<file path="config.mk">
export PLATFORM = sky130hd
export DESIGN_NAME = cselector6_sched
export DESIGN_NICKNAME = d
export VERILOG_FILES = /design/src/rtl/csel_sched_pkg.sv /design/src/rtl/csel_credit_ctr.sv /design/src/rtl/cselector6_sched.sv
export SDC_FILE = /design/constraint.sdc
export NUM_CORES = 1
export LEC_CHECK = 0
export CORE_MARGIN = 3
export CORE_UTILIZATION = 40
export DETAILED_ROUTE_END_ITERATION = 6
export SETUP_SLACK_MARGIN = 0.5
export SLEW_MARGIN = 20
export SYNTH_ARGS = -nofsm -noshare
export SYNTH_HDL_FRONTEND = slang
export SYNTH_SLANG_ARGS = --single-unit
</file>
<file path="constraint.sdc">
create_clock -name clk -period 4.03 [get_ports clk]
set_clock_uncertainty 0.1 [all_clocks]
set_input_delay 0.806 -clock clk [delete_from_list [all_inputs] [get_ports clk]]
set_output_delay 0.806 -clock clk [all_outputs]
set_load 0.03 [all_outputs]
</file>
<file path="src/rtl/csel_sched_pkg.sv">
// rtl/csel_sched_pkg.sv - shared types, constants and round-robin pick for the 6-way selector scheduler
package csel_sched_pkg;

  localparam int NUM_PORTS   = 6;
  localparam int IDX_W       = 3;
  localparam int CREDIT_W    = 4;
  localparam int CREDIT_INIT = 4;
  localparam int TIMEOUT     = 255;
  localparam int WD_W        = 8;

  typedef enum logic [1:0] {
    IDLE = 2'd0,
    ARM  = 2'd1,
    WAIT = 2'd2
  } state_e;

  typedef struct packed {
    logic                 valid;
    logic [NUM_PORTS-1:0] onehot;
    logic [IDX_W-1:0]     idx;
  } pick_t;

  // First eligible port searching ptr, ptr+1, ... modulo NUM_PORTS.
  function automatic pick_t rr_pick(input logic [NUM_PORTS-1:0] elig,
                                    input logic [IDX_W-1:0]     ptr);
    pick_t       res;
    int unsigned k;
    res = '0;
    for (int i = 0; i < NUM_PORTS; i++) begin
      k = int'(ptr) + i;
      if (k >= NUM_PORTS) k = k - NUM_PORTS;
      if (!res.valid && elig[k]) begin
        res.valid     = 1'b1;
        res.onehot    = '0;
        res.onehot[k] = 1'b1;
        res.idx       = IDX_W'(k);
      end
    end
    return res;
  endfunction

endpackage

</file>
<file path="src/rtl/csel_credit_ctr.sv">
// rtl/csel_credit_ctr.sv - per-port saturating credit counter with return/consume inputs
module csel_credit_ctr
  import csel_sched_pkg::*;
#(
  parameter int CW    = CREDIT_W,
  parameter int CINIT = CREDIT_INIT
) (
  input  logic          clk,
  input  logic          rstn,
  input  logic          ret_i,
  input  logic          consume_i,
  output logic [CW-1:0] count_o,
  output logic          overflow_o,
  output logic          nonzero_o
);

  localparam logic [CW-1:0] CMAX  = '1;
  localparam logic [CW-1:0] CLOAD = CW'(CINIT);

  logic [CW-1:0] count_q;

  // A return that lands on a full counter is dropped and reported; simultaneous
  // return and consume cancel out.
  assign overflow_o = ret_i & ~consume_i & (count_q == CMAX);
  assign nonzero_o  = (count_q != '0);
  assign count_o    = count_q;

  // Credit register: +1 on lone return, -1 on lone consume, held at both bounds.
  always_ff @(posedge clk) begin
    if (!rstn) begin
      count_q <= CLOAD;
    end else if (ret_i && !consume_i && count_q != CMAX) begin
      count_q <= count_q + 1'b1;
    end else if (consume_i && !ret_i && count_q != '0) begin
      count_q <= count_q - 1'b1;
    end
  end

endmodule

</file>
<file path="src/rtl/cselector6_sched.sv">
// rtl/cselector6_sched.sv - round-robin credit-aware select generator for a 6-way click selector
module cselector6_sched
  import csel_sched_pkg::*;
#(
  parameter int CREDIT_W_P    = CREDIT_W,
  parameter int CREDIT_INIT_P = CREDIT_INIT,
  parameter int TIMEOUT_P     = TIMEOUT
) (
  input  logic                           clk,
  input  logic                           rstn,
  input  logic [NUM_PORTS-1:0]           i_enable,
  input  logic                           i_fire,
  input  logic [NUM_PORTS-1:0]           i_credit_ret,
  output logic [NUM_PORTS-1:0]           o_select,
  output logic                           o_drive_en,
  output logic [NUM_PORTS*CREDIT_W_P-1:0] o_credit,
  output logic                           o_timeout,
  output logic                           o_cred_err
);

  localparam logic [WD_W-1:0] WD_LIMIT = WD_W'(TIMEOUT_P);
  localparam logic [WD_W-1:0] WD_LAST  = WD_W'(TIMEOUT_P - 1);

  state_e                 state_q;
  logic [NUM_PORTS-1:0]   sel_q;
  logic [IDX_W-1:0]       sel_idx_q;
  logic                   drv_q;
  logic [IDX_W-1:0]       rr_q;
  logic [WD_W-1:0]        wd_q;
  logic                   timeout_q;
  logic                   cred_err_q;

  logic [NUM_PORTS-1:0]   nonzero;
  logic [NUM_PORTS-1:0]   ovf;
  logic [NUM_PORTS-1:0]   elig;
  logic [NUM_PORTS-1:0]   consume;
  logic                   fire_acc;
  logic [IDX_W-1:0]       rr_next;
  pick_t                  pick;

  // Only a fire seen while a token is in flight counts; anywhere else it is dropped.
  assign fire_acc = (state_q == WAIT) && i_fire;
  assign consume  = fire_acc ? sel_q : '0;
  assign elig     = i_enable & nonzero;
  assign pick     = rr_pick(elig, rr_q);
  assign rr_next  = (sel_idx_q == IDX_W'(NUM_PORTS - 1)) ? '0 : sel_idx_q + 1'b1;

  genvar g;
  generate
    for (g = 0; g < NUM_PORTS; g++) begin : g_cred
      csel_credit_ctr #(
        .CW    (CREDIT_W_P),
        .CINIT (CREDIT_INIT_P)
      ) u_ctr (
        .clk        (clk),
        .rstn       (rstn),
        .ret_i      (i_credit_ret[g]),
        .consume_i  (consume[g]),
        .count_o    (o_credit[g*CREDIT_W_P +: CREDIT_W_P]),
        .overflow_o (ovf[g]),
        .nonzero_o  (nonzero[g])
      );
    end
  endgenerate

  // Token FSM: pick in IDLE, pulse drive in ARM, hold select in WAIT until fire.
  always_ff @(posedge clk) begin
    if (!rstn) begin
      state_q    <= IDLE;
      sel_q      <= '0;
      sel_idx_q  <= '0;
      drv_q      <= 1'b0;
      rr_q       <= '0;
      wd_q       <= '0;
      timeout_q  <= 1'b0;
      cred_err_q <= 1'b0;
    end else begin
      if (|ovf) cred_err_q <= 1'b1;
      case (state_q)
        IDLE: begin
          if (pick.valid) begin
            sel_q     <= pick.onehot;
            sel_idx_q <= pick.idx;
            drv_q     <= 1'b1;
            state_q   <= ARM;
          end
        end
        ARM: begin
          drv_q   <= 1'b0;
          wd_q    <= '0;
          state_q <= WAIT;
        end
        WAIT: begin
          if (i_fire) begin
            sel_q   <= '0;
            rr_q    <= rr_next;
            wd_q    <= '0;
            state_q <= IDLE;
          end else if (wd_q != WD_LIMIT) begin
            // Watchdog stops at the limit so it never wraps and re-arms.
            wd_q <= wd_q + 1'b1;
            if (wd_q == WD_LAST) timeout_q <= 1'b1;
          end
        end
        default: begin
          state_q <= IDLE;
          sel_q   <= '0;
          drv_q   <= 1'b0;
        end
      endcase
    end
  end

  assign o_select   = sel_q;
  assign o_drive_en = drv_q;
  assign o_timeout  = timeout_q;
  assign o_cred_err = cred_err_q;

  // The selector must never see two destinations at once.
  a_sel_onehot0: assert property (@(posedge clk) $onehot0(o_select));

endmodule

</file>
== Word-level counts from Yosys, hierarchy flattened ==
Index checks and enable logic that the tools add are counted.

* Register bits: 49
* Output and inout bits: 33

* $add $sub $neg: 25
* Magnitude comparators: 18
* Equal/unequal tests: 20
* Mux-type cells: 61
* Bitwise logic cells: 22
* Reductions and logical operators: 75

{| class="wikitable"
|+ Operators with widths
! cell !! count
|-
| 32-bit by 1-bit greater-or-equal comparator with 1-bit output, second input constant || 6
|-
| 32-bit by 4-bit < comparator with 1-bit output, second input constant || 6
|-
| 32-bit 2-to-1 mux || 6
|-
| 10-bit 2-to-1 mux || 6
|-
| 4-bit 2-to-1 mux || 12
|-
| 1-bit logical AND || 36
|-
| 4-bit by 3-bit subtractor with 5-bit output, second input constant || 5
|-
| 4-bit by 1-bit adder with 4-bit output, second input constant || 6
|-
| 4-bit equality test, second input constant || 6
|-
| 4-bit inequality test, second input constant || 6
|-
| 4-bit nonzero test || 6
|-
| 4-bit by 1-bit subtractor with 4-bit output, second input constant || 6
|-
| 4-bit by 3-bit greater-or-equal comparator with 1-bit output, second input constant || 5
|-
| 1-bit binary-select mux with 3-bit select || 6
|-
| 1-bit demux with 3-bit select || 6
|-
| 6-bit 2-to-1 mux || 3
|-
| 6-bit case mux with 3 select lines || 1
|-
| 1-bit logical NOT || 17
|-
| 8-bit 2-to-1 mux || 2
|-
| 8-bit case mux with 2 select lines || 1
|-
| 2-bit nonzero test || 7
|-
| 1-bit 2-to-1 mux || 13
|-
| 1-bit bitwise AND || 12
|-
| 2-bit AND reduction || 5
|-
| other kinds (24) || 36
|}

== Depth between registers and ports, before layout ==
Gate-level depths: netlist (run 1).

* Depth after elaboration: 24
* Mapped depth: 18

== By module ==
A second synthesis (run 1) with hierarchy kept.

* Cells, all modules: 550
* Area total of the unflattened synthesis: 4,561.9 µm²

{| class="wikitable"
|+ By module, submodules not included
! module !! times used !! cells each !! area each (µm²) !! seq. area each (µm²)
|-
| cselector6_sched || 1 || 382 || 2,857.7 || 500.5
|-
| csel_credit_ctr || 6 || 28 || 284.0 || 80.1
|}

== Least setup slack after synthesis (run 1) ==
No wires, ideal clock.

* Kind: register to register
* From: register rr_q[1]
* To: register sel_q[1], in the netlist o_select[1]
* Arrival: 3.799 ns
* Data required time: 3.838 ns
* Setup slack: 0.039 ns
* Stages on the path, launching flop included: 17
* Cell sequence: dfxtp_1 -> buf_2 -> clkinv_1 -> ha_1 -> buf_2 -> inv_2 -> ha_1 -> inv_1 -> ha_1 -> a32oi_1 -> a21oi_1 -> a311o_1 -> a2111oi_4 -> nand2_1 -> o21a_1 -> and2_4 -> o311ai_4

* Longest elaborated chain between the ends: 22
* Elaborated cells on any way between the ends: 85
* Those cells by class: add/sub (11); order compare (18); eq/ne (1); mux (38); reduce/logical (17)

{| class="wikitable"
|+ RTL lines
! element !! RTL line !! text
|-
| start: declaration || cselector6_sched.sv:28 || <nowiki>logic [IDX_W-1:0] rr_q;</nowiki>
|-
| start signal: assignment || cselector6_sched.sv:96 || <nowiki>rr_q <= rr_next;</nowiki>
|-
| parallel branches: the longest is 19 deep, another holds 32-bit by 1-bit greater-or-equal comparator with 1-bit output || n/a ||
|-
| 10-bit 2-to-1 mux (*) || csel_sched_pkg.sv:32 || <nowiki>if (!res.valid && elig[k]) begin</nowiki>
|-
| 6-bit 2-to-1 mux / 2-bit inequality test (equally long branches) || n/a ||
|-
| 6-bit case mux with 3 select lines / 3-bit AND reduction (equally long branches) || n/a ||
|-
| end signal: assignment || cselector6_sched.sv:82 || <nowiki>sel_q <= pick.onehot;</nowiki>
|-
| end: declaration || cselector6_sched.sv:25 || <nowiki>logic [NUM_PORTS-1:0] sel_q;</nowiki>
|}

Every way passes the cells marked *. The select of a mux whose other input is x is not followed.
A chain may end at the register's enable or synchronous reset.

== Worst setup path after layout (run 1) ==
* From: input port i_enable[3]
* To: register sel_q[2], in the netlist o_select[2]

* Longest elaborated chain between the ends: 21
* Elaborated cells on any way between the ends: 33
* Those cells by class: eq/ne (1); mux (20); bitwise (1); reduce/logical (11)

{| class="wikitable"
|+ RTL lines
! element !! RTL line !! text
|-
| start: declaration || cselector6_sched.sv:11 || <nowiki>input logic [NUM_PORTS-1:0] i_enable,</nowiki>
|-
| 6-bit bitwise AND (*) || cselector6_sched.sv:44 || <nowiki>assign elig = i_enable & nonzero;</nowiki>
|-
| 1-bit binary-select mux with 3-bit select || csel_sched_pkg.sv:32 ||
|-
| 1-bit 2-to-1 mux (implied by the code) || csel_sched_pkg.sv:32 ||
|-
| 10-bit 2-to-1 mux || csel_sched_pkg.sv:32 ||
|-
| 1-bit logical NOT || csel_sched_pkg.sv:32 ||
|-
| 1-bit logical AND || csel_sched_pkg.sv:32 ||
|-
| 10-bit 2-to-1 mux || csel_sched_pkg.sv:32 ||
|-
| 1-bit logical NOT || csel_sched_pkg.sv:32 ||
|-
| (+5 left out) || n/a ||
|-
| 1-bit logical NOT || csel_sched_pkg.sv:32 ||
|-
| 1-bit logical AND || csel_sched_pkg.sv:32 ||
|-
| 10-bit 2-to-1 mux || csel_sched_pkg.sv:32 ||
|-
| 1-bit logical NOT || csel_sched_pkg.sv:32 ||
|-
| 1-bit logical AND || csel_sched_pkg.sv:32 ||
|-
| 10-bit 2-to-1 mux (*) || csel_sched_pkg.sv:32 ||
|-
| 6-bit 2-to-1 mux / 2-bit inequality test (equally long branches) || n/a ||
|-
| 6-bit case mux with 3 select lines / 3-bit AND reduction (equally long branches) || n/a ||
|}

Every way passes the cells marked *; elsewhere a longest branch is shown, timed or not. The select of a mux whose other input is x is not followed.

==> summary.txt, run 1 <==
Status
  – Outcome: finished clean

Timing
  – Fmax: 288 MHz
  – Setup TNS Final: 0 ps
  – RSZ-0062 raised after global routing: false
  – Final worst path period need: 3470 ps
  – Relative slew slack: 58.2%
  – Min setup slack post-route: 562 ps
  – Final Hold Fails: 0
  – Final setup viols: 0
  – Max-slew violation count: 0
  – Fin crit share: 86.0%
  – Worst-Margin Slew: 627 ps

Power
  – Combinational Power Share: 57.6%
  – Pwr dens: 429 nW/um2
  – P_leak: 2.12 nW
  – Clk pwr share: 13.8%
  – Net Sw Frac: 45.7%
  – Sw power: 1.05 mW
  – Max VDD drop: 0.201 mV
  – Seq pwr share: 28.6%
  – Cell Int Power: 1.25 mW

Floorplan
  – Boundary Pins: 48
  – Die footprint: 12,200 um2
  – Core Box Area: 10,500 um2
  – Die Ht: 110 um
  – Die Wd: 110 um
  – Starting density of the core: 41.6%
  – FP Rows: 37

Clock tree
  – Sink Count: 49
  – H-tree depth: 2
  – CTS tree: yes
  – Cts bufs inserted: 5
  – Clock Tree Buf Depth: 2
  – Clk slew on worst S/H paths: 100 ps
  – Root Driver: clkbuf_8
  – Clk_lat worst skew: 310 ps
  – Post-CTS Hold Buffers: 0

Logic synthesis
  – Synth top area share: 22.5%
  – Syn Area/Cell: 8.24 um2
  – Simple-gate area share of the yosys netlist: 24.3%
  – Post-Syn Nets: 584
  – Synth Area in XOR/XNOR: 6.38%
  – Main combinational cell family by area after synthesis: compound AO/OA/AOI/OAI gates
  – Largest cells by area after synthesis: dfxtp_1 (23%), ha_1 (10%), nand2_1 (5.1%)
  – Count leader, synth: nand2_1
  – Compound-Gate Fraction of Synth Area: 26.2%
  – Syn Std Cell Area: 4350 um2
  – Synth async-reset ratio: 0%
  – Distinct cells, synth: 80
  – Mux contribution to synthesized area: 3.71%
  – Top_reg_cell synth: dfxtp_1
  – Seq cells post-synth: 49
  – Post-Synthesis Cells: 528
  – Yosys warns: 0
  – Post-Synth Adder-Cell Area: 12.8%
  – Leading area contributor after synthesis: dfxtp_1
  – Top post-synthesis cells by count: nand2_1 (59), dfxtp_1 (49), nor2_1 (46), ha_1 (35), a21oi_1 (31)
  – EDFF count, synth: 0
  – Sequential-to-total area share from yosys stat: 22.5%

Finish
  – Layout cells sized above 1: 14.2%
  – Area delta synth->final: 23.1%
  – ANT cells: 0
  – Nets: 645

Routing
  – Vias: 4,252
  – WL/cell: 16.6 um
  – ANT nets after route: 0
  – Vias/cell: 5.86
  – # DRC: 0
  – Drt initial violations: 325
  – Final wirelength: 12.1 mm
  – DRT Pass-1 Iters: 5

Global route
  – Largest net degree at the start of global routing: 40
  – Vias in the first global route: 3,917
  – Initial antenna violation count: 0
  – First-pass GRT wire length: 19.3 mm
  – Total grt overflow: 0
  – All-Layer GR Usage: 20.0%

Run
  – MaxCap Viol Count: 0

Worst setup path
  – CP Data Required Time: 4140 ps
  – Worst Setup End Kind: flop
  – Worst EP arrival: 3570 ps
  – Startpoint type of the worst setup path: primary input
  – Critical path type: primary input to flop
  – Worst Path Max Fanout: 7

Placement
  – HPWL after detailed placement: 9.45 mm
  – Post-place setup slack: 280 ps
  – Final GP Congestion: 0.893
  – Port bufs: 47

Min path
  – Class of the worst hold path: flop to flop
[power groups by stage]
| stage | registers [mW] | clock network (mW) | logic, mW |
|---|---|---|---|
| after floorplan | 0.745 | 0 | 0.790 |
| after global placement | 0.663 | 0 | 1.22 |
| after detailed placement | 0.666 | 0 | 1.23 |
| after CTS | 0.655 | 0.331 | 1.28 |
| after global routing | 0.673 | 0.351 | 1.45 |
| final | 0.657 | 0.317 | 1.32 |
[critical path, cell delays in order]
cell,delay [ps]
clkdlybuf4s50_1,460
o41ai_1,110
o22ai_1,430
nand2_1,210
a21oi_1,380
buf_4,240
a2111oi_4,50
buf_4,170
a31oi_1,300
nor2_1,90
o32ai_1,270
nand2_1,70
[routing by layer]
layer	up-vias	GRT usage (%)	routed length, um
met1	2012	26.0	5580
met5	-	0	0
met3	19	2.97	570
li1	2106	-	-
met2	115	34.9	5700
met4	0	4.49	225
[flip-flops by register name, indices dropped and copies added (netlist names)]
name                  count
state_q                   2
o_cred_err                1
sel_idx_q                 3
o_timeout                 1
o_select                  6
g_cred.u_ctr.count_o     24
o_drive_en                1
rr_q                      3
wd_q                      8
[cell usage in the layout (no fill, tap or decap), drive strengths merged, types with 6 or more instances in the layout]
cell type / instances
xnor2: 7
o22ai: 12
dfxtp: 49
o21ai: 19
nor2: 46
nand2: 60
nor3: 9
xor2: 23
nor4: 9
a21boi: 6
a31oi: 7
clkbuf: 6
nor2b: 7
nand2b: 8
ha: 35
nand4: 14
buf: 24
inv: 23
fa: 6
nand3: 23
a21o: 7
clkdlybuf4s50: 47
mux2i: 15
a21oi: 33
o31a: 6
or3: 9
[cell families after synthesis]
group,after synthesis
fa+ha+maj,41
flops,49
mux,16
buf+inv,41
simple gates,204
xor+xnor,30
compound gates,147
[metrics by stage]
step	utilization, %	cells	power, mW	hold WS, ps	area (um2)
3_3_place_gp	48.2	709	1.89	367	5050
5_1_grt	51.2	726	2.47	439	5350
3_5_place_dp	48.2	709	1.90	384	5050
4_1_cts	50.3	724	2.27	399	5260
2_1_floorplan	-	528	1.53	358	4390
6_report	51.2	726	2.30	400	5350
[final timing paths]
check / startpoint / end / slack, ps / cells past startpoint
worst max register to register: rr_q[1] / o_select[1] / 620 / 17
worst max-delay path: i_enable[3] / o_select[2] / 560 / 12
worst min register to register: wd_q[7] / wd_q[7] / 400 / 2
worst min-delay path: wd_q[7] / wd_q[7] / 400 / 2
[final cells by class]
cell class	instances	area [um2]
repair buffers	71	658
fillers	1039	5110
clock inverters	2	13.8
multi-input cells	438	3340
well taps	136	170
flip-flops and latches	49	987
inverters	24	97.6
clock buffers	6	82.6
[what timing repair did]
action | in CTS | in global routing
endpoints found under the setup margin | 10 | 10
setup buffers | 7 | 2
pin swaps | 4 | 4
gates resized for setup | 16 | 17
(Power assumes the default switching activity.)
==> run 2: changes to the inputs <==
- clock period: 4.03 -> 4.05 ns (I/O delays scaled with it)
==> summary.txt, run 2 (synthesis results as in run 1) <==
Clock tree
  – Sink Count: 49 (unchanged)
  – Clock Tree Buf Depth: 2 (unchanged)
  – CTS tree: yes (unchanged)
  – Clk_lat worst skew: 310 ps (about the same)
  – H-tree depth: 2 (unchanged)
  – Clk slew on worst S/H paths: 100 ps (about the same)
  – Root Driver: clkbuf_8 (unchanged)
  – Cts bufs inserted: 5 (unchanged)

Worst setup path
  – Worst EP arrival: 3500 ps (was 3570 ps)
  – Startpoint type of the worst setup path: primary input (unchanged)
  – CP Data Required Time: 4150 ps (was 4140 ps)
  – Critical path type: primary input to flop (unchanged)
  – Worst Path Max Fanout: 7 (unchanged)
  – Worst Setup End Kind: flop (unchanged)

Floorplan
  – Starting density of the core: 41.6% (unchanged)
  – Die Wd: 110 um (unchanged)
  – Die Ht: 110 um (unchanged)
  – FP Rows: 37 (unchanged)
  – Core Box Area: 10,500 um2 (unchanged)
  – Die footprint: 12,200 um2 (unchanged)
  – Boundary Pins: 48 (unchanged)

Global route
  – All-Layer GR Usage: 20.0% (about the same)
  – Vias in the first global route: 3,884 (was 3,917)
  – Initial antenna violation count: 0 (unchanged)
  – Largest net degree at the start of global routing: 34 (was 40)
  – First-pass GRT wire length: 19.3 mm (about the same)
  – Total grt overflow: 0 (unchanged)

Routing
  – DRT Pass-1 Iters: 5 (unchanged)
  – Final wirelength: 12.1 mm (about the same)
  – Vias: 4,232 (was 4,252)
  – WL/cell: 16.5 um (was 16.6 um)
  – # DRC: 0 (unchanged)
  – Vias/cell: 5.77 (was 5.86)
  – Drt initial violations: 345 (was 325)
  – ANT nets after route: 0 (unchanged)

Status
  – Outcome: finished clean (unchanged)

Timing
  – Min setup slack post-route: 649 ps (was 562 ps)
  – RSZ-0062 raised after global routing: false (unchanged)
  – Fmax: 294 MHz
  – Final setup viols: 0 (unchanged)
  – Relative slew slack: 54.6% (was 58.2%)
  – Fin crit share: 84.0%
  – Setup TNS Final: 0 ps (unchanged)
  – Final worst path period need: 3400 ps
  – Max-slew violation count: 0 (unchanged)
  – Worst-Margin Slew: 680 ps (was 627 ps)
  – Final Hold Fails: 0 (unchanged)

Finish
  – Commonest non-fill, non-tap cell in the layout: nand2_1 (unchanged)
  – Layout cells sized above 1: 16.1% (was 14.2%)
  – Area delta synth->final: 25.5% (was 23.1%)
  – Nets: 652 (was 645)
  – Most frequent cells in the layout: nand2_1 (59), clkdlybuf4s50_1 (47), dfxtp_1 (46) (was nand2_1 (58), clkdlybuf4s50_1 (47), dfxtp_1 (46))
  – ANT cells: 0 (unchanged)
  – Number of flip-flops in the largest register: 24 (unchanged)

Placement
  – HPWL after detailed placement: 9.37 mm (was 9.45 mm)
  – Post-place setup slack: 279 ps (was 280 ps)
  – Port bufs: 47 (unchanged)
  – Final GP Congestion: 0.971 (was 0.893)

Power
  – Pwr dens: 433 nW/um2 (was 429 nW/um2)
  – Max VDD drop: 0.163 mV (was 0.201 mV)
  – P_leak: 2.16 nW (was 2.12 nW)

Run
  – MaxCap Viol Count: 0 (unchanged)

Min path
  – Class of the worst hold path: flop to flop (unchanged)
==> run 2: cell count changes in the layout (fill, tap and decap cells not counted), moves of 2 or more <==
cell	before	now
ha_1	28	26
ha_2	3	5
inv_2	4	6
inv_1	18	16
buf_4	22	30
==> run 2: layout make-up <==
type	instances	area [um2]
inverters	24	97.6
flip-flops and latches	49	987
fillers	996	5000
well taps	136	170
repair buffers	78	707
multi-input cells	438	3380
clock inverters	2	37.5
clock buffers	6	82.6
==> run 2: where the power goes <==
group	leakage, nW	total, mW	switching, mW	internal (mW)
combinational	1.70	1.33	0.775	0.560
sequential	0.404	0.655	0.101	0.555
clock	0.0574	0.374	0.173	0.201
total	2.16	2.36	1.05	1.32
==> run 2: final timing paths <==
path | start | endpoint | slack, ps | cells past startpoint
worst max-delay path | i_enable[3] | o_select[2] | 650 | 12
worst min-delay path | wd_q[7] | wd_q[7] | 390 | 2
worst max register to register | rr_q[1] | o_select[1] | 660 | 11
worst min register to register | wd_q[7] | wd_q[7] | 390 | 2
==> run 2: through the flow <==
stage	instances	hold slack [ps]	util (%)	instance area, um2	total power, mW
after global placement	714	367	48.6	5080	1.87
after CTS	724	400	50.3	5270	2.29
final	733	394	52.2	5460	2.36
after detailed placement	714	385	48.6	5080	1.88
after floorplan	528	358	-	4390	1.53
after global routing	733	429	52.2	5460	2.54
==> run 2: repair_timing <==
action | 4_1_cts | 5_1_grt
buffers inserted | 2 | 9
endpoints found under the setup margin | 8 | 11
gates resized for setup | 11 | 27
hold buffers | 0 | 0
pin swaps | 4 | 11
==> run 2: layer usage <==
layer | wire length [um] | GRT usage [%]
met1 | 5610 | 26.2
met2 | 5600 | 34.4
met3 | 620 | 3.03
met4 | 270 | 5.19
met5 | 0 | 0
==> run 2: worst max-delay path, cell delays in order <==
cell and delay, ps:
clkdlybuf4s50_1 460, o41ai_1 90, o22ai_1 410, nand2_1 200
a21oi_2 360, buf_4 230, a2111oi_4 70, buf_4 160
a31oi_1 280, nor2_1 70, o32ai_1 280, nand2_1 70
